**src/rtl/seq_feed_ctrl_pkg.sv**
```systemverilog
// Shared state encoding and defaults for the sequence-feed controller.
package seq_ctrl_pkg;

  typedef enum logic [2:0] {
    IDLE   = 3'd0,
    CLEAR  = 3'd1,
    WAIT   = 3'd2,
    STEP   = 3'd3,
    SAMPLE = 3'd4,
    DONE   = 3'd5
  } state_t;

  localparam int unsigned HIT_W_DEFAULT = 8;

endpackage

```
**src/rtl/seq_feed_ctrl_if.sv**
```systemverilog
// Run-control and detector-side signals of seq_feed_ctrl.
// Optional `loop` input exists only when FEED_LOOP_EN is defined.
interface seq_feed_ctrl_if
  import seq_ctrl_pkg::*;
#(
  parameter int unsigned PAT_W = 16,
  parameter int unsigned DIV_W = 26,
  parameter int unsigned HIT_W = HIT_W_DEFAULT
);
  localparam int unsigned LEN_W = $clog2(PAT_W + 1);

  logic             start;
  logic [PAT_W-1:0] pattern;
  logic [LEN_W-1:0] len;
  logic [DIV_W-1:0] rate;
  logic             z_in;
`ifdef FEED_LOOP_EN
  logic             loop;
`endif
  logic             w_out;
  logic             step;
  logic             det_clr;
  logic             busy;
  logic             done;
  logic [HIT_W-1:0] hits;

  modport master (
`ifdef FEED_LOOP_EN
    output loop,
`endif
    output start, pattern, len, rate, z_in,
    input  w_out, step, det_clr, busy, done, hits
  );

  modport slave (
`ifdef FEED_LOOP_EN
    input  loop,
`endif
    input  start, pattern, len, rate, z_in,
    output w_out, step, det_clr, busy, done, hits
  );

endinterface

```
**src/rtl/seq_feed_ctrl_rate_divider.sv**
```systemverilog
// Per-bit wait counter: counts 0..rate while enabled, tc marks count==rate.
module rate_divider #(
  parameter int unsigned DIV_W = 26
) (
  input  logic             Clock,
  input  logic             Resetn,
  input  logic             clr,
  input  logic             en,
  input  logic [DIV_W-1:0] rate,
  output logic             tc
);

  logic [DIV_W-1:0] cnt;

  assign tc = en && (cnt == rate);

  always_ff @(posedge Clock or negedge Resetn) begin
    if (!Resetn) begin
      cnt <= '0;
    end else if (clr) begin
      cnt <= '0;
    end else if (en && !tc) begin
      cnt <= cnt + DIV_W'(1);
    end
  end

endmodule

```
**src/rtl/seq_feed_ctrl.sv**
```systemverilog
// Clears a serial sequence detector, feeds it a stored pattern LSB first and counts z hits.
// Build option FEED_LOOP_EN adds a `loop` input for continuous wrap-around feeding.
module seq_feed_ctrl
  import seq_ctrl_pkg::*;
#(
  parameter int unsigned PAT_W = 16,
  parameter int unsigned DIV_W = 26,
  parameter int unsigned HIT_W = HIT_W_DEFAULT
) (
  input  logic            Clock,
  input  logic            Resetn,
  seq_feed_ctrl_if.slave  bus
);

  localparam int unsigned      LEN_W   = $clog2(PAT_W + 1);
  localparam int unsigned      IDX_W   = (PAT_W > 1) ? $clog2(PAT_W) : 1;
  localparam logic [LEN_W-1:0] PAT_MAX = LEN_W'(PAT_W);

  state_t           state_q, state_d;
  logic [PAT_W-1:0] pattern_q;
  logic [LEN_W-1:0] len_q;
  logic [DIV_W-1:0] rate_q;
  logic [IDX_W-1:0] bit_idx;
  logic [HIT_W-1:0] hits_q;
  logic             div_clr, div_en, div_tc;
  logic             last_bit, wrap;

  assign last_bit = (LEN_W'(bit_idx) == len_q - LEN_W'(1));

`ifdef FEED_LOOP_EN
  logic loop_q;
  // Looping needs both the captured request and the live input still high.
  assign wrap = loop_q && bus.loop;
`else
  assign wrap = 1'b0;
`endif

  assign div_clr = (state_q == CLEAR) || (state_q == SAMPLE);
  assign div_en  = (state_q == WAIT);

  rate_divider #(.DIV_W(DIV_W)) u_div (
    .Clock  (Clock),
    .Resetn (Resetn),
    .clr    (div_clr),
    .en     (div_en),
    .rate   (rate_q),
    .tc     (div_tc)
  );

  always_ff @(posedge Clock or negedge Resetn) begin
    if (!Resetn) state_q <= IDLE;
    else         state_q <= state_d;
  end

  always_comb begin
    state_d = state_q;
    case (state_q)
      IDLE:    if (bus.start) state_d = CLEAR;
      CLEAR:   state_d = (len_q == '0) ? DONE : WAIT;
      WAIT:    if (div_tc) state_d = STEP;
      STEP:    state_d = SAMPLE;
      SAMPLE:  state_d = (last_bit && !wrap) ? DONE : WAIT;
      DONE:    state_d = IDLE;
      default: state_d = IDLE;
    endcase
  end

  always_ff @(posedge Clock or negedge Resetn) begin
    if (!Resetn) begin
      pattern_q <= '0;
      len_q     <= '0;
      rate_q    <= '0;
      bit_idx   <= '0;
      hits_q    <= '0;
`ifdef FEED_LOOP_EN
      loop_q    <= 1'b0;
`endif
    end else begin
      if (state_q == IDLE && bus.start) begin
        pattern_q <= bus.pattern;
        len_q     <= (bus.len > PAT_MAX) ? PAT_MAX : bus.len;
        rate_q    <= bus.rate;
        bit_idx   <= '0;
        hits_q    <= '0;
`ifdef FEED_LOOP_EN
        loop_q    <= bus.loop;
`endif
      end
      if (state_q == SAMPLE) begin
        if (bus.z_in && (hits_q != '1)) hits_q <= hits_q + HIT_W'(1);
        if (!last_bit)  bit_idx <= bit_idx + IDX_W'(1);
        else if (wrap)  bit_idx <= '0;
      end
    end
  end

  // Outputs decode straight from state so an async reset clears them in the same cycle.
  assign bus.det_clr = (state_q == CLEAR);
  assign bus.step    = (state_q == STEP);
  assign bus.done    = (state_q == DONE);
  assign bus.busy    = (state_q == CLEAR) || (state_q == WAIT) ||
                       (state_q == STEP)  || (state_q == SAMPLE);
  assign bus.hits    = hits_q;
  assign bus.w_out   = ((state_q == IDLE) || (state_q == CLEAR) ||
                        ((state_q == DONE) && (len_q == '0))) ? 1'b0 : pattern_q[bit_idx];

endmodule

```
**src/flat_wrapper.sv**
```systemverilog
// flat-port wrapper written by rule: the top's interface ports become plain ports
module seq_feed_ctrl_flat import seq_ctrl_pkg::*;
#(
  parameter int unsigned PAT_W = 16,
  parameter int unsigned DIV_W = 26,
  parameter int unsigned HIT_W = HIT_W_DEFAULT
)
  (Clock, Resetn, bus_start, bus_pattern, bus_len, bus_rate, bus_z_in, bus_w_out, bus_step, bus_det_clr, bus_busy, bus_done, bus_hits);
  seq_feed_ctrl_if #(.PAT_W(PAT_W), .DIV_W(DIV_W), .HIT_W(HIT_W)) bus_i ();
  input  logic Clock;
  input  logic Resetn;
  input wire logic [$bits(bus_i.start)-1:0] bus_start;
  input wire logic [$bits(bus_i.pattern)-1:0] bus_pattern;
  input wire logic [$bits(bus_i.len)-1:0] bus_len;
  input wire logic [$bits(bus_i.rate)-1:0] bus_rate;
  input wire logic [$bits(bus_i.z_in)-1:0] bus_z_in;
  output wire logic [$bits(bus_i.w_out)-1:0] bus_w_out;
  output wire logic [$bits(bus_i.step)-1:0] bus_step;
  output wire logic [$bits(bus_i.det_clr)-1:0] bus_det_clr;
  output wire logic [$bits(bus_i.busy)-1:0] bus_busy;
  output wire logic [$bits(bus_i.done)-1:0] bus_done;
  output wire logic [$bits(bus_i.hits)-1:0] bus_hits;
  assign bus_i.start = bus_start;
  assign bus_i.pattern = bus_pattern;
  assign bus_i.len = bus_len;
  assign bus_i.rate = bus_rate;
  assign bus_i.z_in = bus_z_in;
  assign bus_w_out = bus_i.w_out;
  assign bus_step = bus_i.step;
  assign bus_det_clr = bus_i.det_clr;
  assign bus_busy = bus_i.busy;
  assign bus_done = bus_i.done;
  assign bus_hits = bus_i.hits;
  seq_feed_ctrl #(.PAT_W(PAT_W), .DIV_W(DIV_W), .HIT_W(HIT_W)) u_core (.Clock(Clock), .Resetn(Resetn), .bus(bus_i));
endmodule
```
**config.mk**
```make
export PLATFORM = sky130hd
export DESIGN_NAME = seq_feed_ctrl_flat
export DESIGN_NICKNAME = d
export VERILOG_FILES = /design/src/rtl/seq_feed_ctrl_pkg.sv /design/src/rtl/seq_feed_ctrl_if.sv /design/src/rtl/seq_feed_ctrl_rate_divider.sv /design/src/rtl/seq_feed_ctrl.sv /design/src/flat_wrapper.sv
export SDC_FILE = /design/constraint.sdc
export NUM_CORES = 1
export LEC_CHECK = 0
export CORE_AREA = 2 2 129 131
export DETAILED_ROUTE_END_ITERATION = 10
export DIE_AREA = 0 0 131 133
export SYNTH_ARGS = -nofsm -noshare
export SYNTH_HDL_FRONTEND = slang
export SYNTH_HIERARCHICAL = 1
export SYNTH_SLANG_ARGS = --single-unit
```
**constraint.sdc**
```tcl
create_clock -name Clock -period 3.1 [get_ports Clock]
set_input_delay 0.62 -clock Clock [delete_from_list [all_inputs] [get_ports Clock]]
set_output_delay 0.62 -clock Clock [all_outputs]
set_load 0.01 [all_outputs]
```
==> summary.md <==
| Metric | Value |
|---|---|
| Outcome | `finished, final reports clean` |
| Count of different cell masters after synthesis | `56` |
| Clock sink count | `88` |
| Power share of the sequential group | `40.1%` |
| Internal Pwr Total | `between 0.002 and 0.003 W` |
| Switch Pwr | `approximately 0.0018 W` |
| WL/cell | `~14 um` |
| Max_cap viols | `0` |
| Final setup vio count | `0` |
| Peak VDD IR | `~0.42 mV` |
| CTS Buf Count | `9` |
| Top cells by area, synth | `dfrtp_1, nand2_1, xor2_1` |
| First-pass DRT Iterations | `4` |
| Placeable Area | `roughly 16000 um2` |
| Register bit count reported by yosys | `88` |
| Critical Path RT | `2.48 ns` |
| Cts hold-fix bufs | `0` |
| CTS tree | `built` |
| Vias in the first global route | `3785` |
| Antenna viol nets, final | `0` |
| R2r setup slk | `0.62 ns` |
| Design area | `5840 um2` |
| Gr ovfl total | `0` |
| DR iter-0 viols | `roughly 150` |
| Clk buf depth | `2` |
| Dpl cell area | `~5600 um2` |
| Clock share of power | `22.1%` |
| Register-to-Register Path Depth | `6` |
| Post-synth EDFFs | `0` |
| First-pass GRT wire length | `18100 um` |
| Synth top area share | `46.6%` |
| CP Launch Type | `register` |
| Post-synthesis sequential area ratio | `46.6%` |
| Synth Area in XOR/XNOR | `around 7.4%` |
| Max-Slew Margin vs Limit | `between 50% and 60%` |
| Max Fclk | `341 MHz` |
| Rows | `between 40 and 50` |
| Root Driver | `clkbuf_16` |
| Clock skew | `just over 0.006 ns` |
| Fin crit period | `roughly 2.9 ns` |
| Total Negative Setup Slacks | `0 ns` |
| Die X | `about 130 um` |
| Leak | `between 2 and 3 nW` |
| Slowest CP cell | `mux4_1` |
| Pwr/cell area | `773 nW/um2` |
| DIE AREA | `roughly 17000 um2` |
| Number of synthesis warnings | `6` |
| WS Path Type | `register to output pin` |
| Cells along the critical path | `mux4_1 > mux4_2 > a21boi_1 > dlygate4sd2_1` |
| Mapped Cells | `approximately 500` |
| Die height | `133 um` |
| Final Hold Viols | `0` |
| Diodes inserted | `0` |
| R2r endpoint | `u_core/u_div/cnt[8]` |
| Largest net degree at the start of global routing | `51` |
| Crit end category | `output pin` |
| Top delay family on crit path | `multiplexers` |
| Avg Vias per Cell | `around 4.7` |
| Synth Area in Compound Gates | `between 6 and 7%` |
| Starting Density | `29.2%` |
| Total global-route track usage | `between 10% and 20%` |
| Mux contribution to synthesized area | `between 6 and 7%` |
| Skew-Pair Late Insertion Delay | `between 0.3 and 0.4 ns` |
| Ys async rst share | `between 90% and 100%` |
| RSZ-0062 raised after global routing | `false` |
| Switching share of power | `roughly two fifths` |
| Main combinational cell family by area after synthesis | `simple AND/OR/NAND/NOR gates` |
| Combinational fraction of design power | `a little under two fifths` |
| Share of cells above drive strength 1 | `around 9.7%` |
| Vias | `approximately 3700` |
| Dpl hpwl | `roughly 7700 um` |
| PortBufs | `63` |
| P&R area growth vs syn | `23.7%` |
| Synth Area in Adders | `between 1 and 1.5%` |
| Final worst-path cycle share | `between 90% and 100%` |
| Post-Synth Simple-Gate Area | `between 20 and 30%` |
| Post-route DRC violation count | `0` |
| Mean Syn Cell Area | `between 9 and 10 um2` |
| Initial antenna violation count | `0` |
| Placer Congestion | `between 0.8 and 0.9` |
| Worst-Margin Slew | `roughly 0.64 ns` |
| Start of the worst register-to-register path | `u_core/state_q[1]` |
| Total wire length | `roughly 11000 um` |
| Mapped Nets | `559` |
| Worst min path class | `input port to asynchronous set/reset pin` |
| Clock slew at reported path FFs | `around 0.06 ns` |
| Fin. max-slew vios | `0` |
| I/O pin cnt | `64` |
| Nets@finish | `616` |
| Post-Syn Area | `4720 um2` |
| WP buf/inv | `1` |
| H-tree levels | `3` |
| Yosys top cell by area | `dfrtp_1` |
| Synth Flop Type | `dfrtp_1` |
| Crit Path Max Fanout | `6` |
| WP data arrival | `between 2 and 2.5 ns` |
| Largest stage delay, worst path | `about 0.6 ns` |
how the worst max path moves through the flow:
| stage | startpoint | endpoint | slack [ns] | depth (start not counted) |
|---|---|---|---|---|
| after detailed placement | u_core/bit_idx[1] | bus_w_out | 0.18 | 4 |
| after global placement | u_core/bit_idx[1] | bus_w_out | 0.20 | 4 |
| after CTS | u_core/bit_idx[1] | bus_w_out | 0.15 | 4 |
| after global routing | u_core/bit_idx[1] | bus_w_out | 0.11 | 4 |
| final | u_core/bit_idx[1] | bus_w_out | 0.17 | 4 |
| after floorplan | u_core/state_q[1] | u_core/u_div/cnt[8] | 0.84 | 6 |
power by group through the flow:
| stage | Sequential, W | Combinational, W | Clock [W] |
|---|---|---|---|
| after global placement | 0.00182 | 0.00168 | 0 |
| final | 0.00181 | 0.00171 | 0.000996 |
| after detailed placement | 0.00183 | 0.00172 | 0 |
| after CTS | 0.00181 | 0.00173 | 0.00103 |
| after global routing | 0.00186 | 0.00193 | 0.00107 |
| after floorplan | 0.00169 | 0.00132 | 0 |
metal layers:
layer / GRT usage (%) / share of wire [%] / vias to the layer above
met3: 2.35 / 2.8 / 18
met1: 17.0 / 45 / 1813
met2: 21.4 / 50 / 65
met5: 0 / 0 / -
li1: - / - / 1812
met4: 4.49 / 2.0 / 0
cell families after synthesis:
| logic type | after synthesis |
|---|---|
| XOR/XNOR | 38 |
| multiplexers | 22 |
| AND/OR/NAND/NOR | 273 |
| buffers and inverters | 32 |
| flip-flops | 88 |
| AO/OA/AOI/OAI | 47 |
| adder cells (fa/ha/maj) | 4 |
layout by cell type, fill, tap and decap left out, drive strengths merged, types with 3 or more instances in the layout:
cell and n:
a21oi 12, and3 7, buf 9, clkbuf 9, clkdlybuf4s50 61, clkinvlp 3, dfrtp 88, ha 4
inv 9, mux2 7, mux2i 10, mux4 5, nand2 168, nand2b 4, nand3 12, nand4 5
nor2 24, nor2b 7, nor3 14, nor4 7, o21ai 21, o31ai 5, or3 6, or4 8
xnor2 5, xor2 32
cell type report:
cell class                 instances  area (um2)
multi-input combinational        384        2350
clock buffer                       9         225
clock inverter                     6        45.0
sequential                        88        2200
timing repair buffer              71         712
inverter                           7        26.3
fill                            1644       10300
tap                              220         275
Yosys cell counts, types with 5 or more instances:
cell	instances
nor3_1	10
and3_1	7
or4_1	8
xor2_1	32
inv_1	7
nor2b_1	7
o21ai_0	10
clkbuf_1	12
mux2i_1	10
dfrtp_1	88
a21oi_1	12
mux2_4	5
xnor2_1	5
nand2_1	167
nor4_2	5
o21ai_1	9
buf_6	5
or3_1	6
nor2_1	23
o31ai_1	5
buf_2	5
nand3_1	10
worst reg2reg max path: stages, from the launching register on:
cell and delay, ns:
dfrtp_1 0.56, inv_1 0.15, nor3_1 0.42, o21ai_4 0.09, buf_4 0.25, or4_1 0.55, mux2_1 0.34
registers in the layout, indices dropped and copies added (netlist names):
name	cells
u_core/pattern_q	16
u_core/len_q	5
u_core/rate_q	26
u_core/bit_idx	4
u_core/bus.hits	8
u_core/u_div/cnt	26
u_core/state_q	3
metrics by stage:
step | total power [W] | setup slack, ns | instances | hold slack [ns] | utilization (%)
2_1_floorplan | 0.00301 | 0.837 | 504 | 0.324 | -
3_5_place_dp | 0.00355 | 0.183 | 769 | 0.455 | 34.4
4_1_cts | 0.00457 | 0.145 | 785 | 0.330 | 36.1
5_1_grt | 0.00486 | 0.107 | 785 | 0.373 | 36.1
6_report | 0.00451 | 0.169 | 785 | 0.317 | 36.1
3_3_place_gp | 0.00350 | 0.204 | 769 | 0.454 | 34.4
timing repair:
item                                   4_1_cts  5_1_grt
gates resized for setup                      2        0
setup buffers                                1        0
endpoints found under the hold margin        0        0
setup endpoints to repair                    1        0
Power figures use the tool's default switching activity.
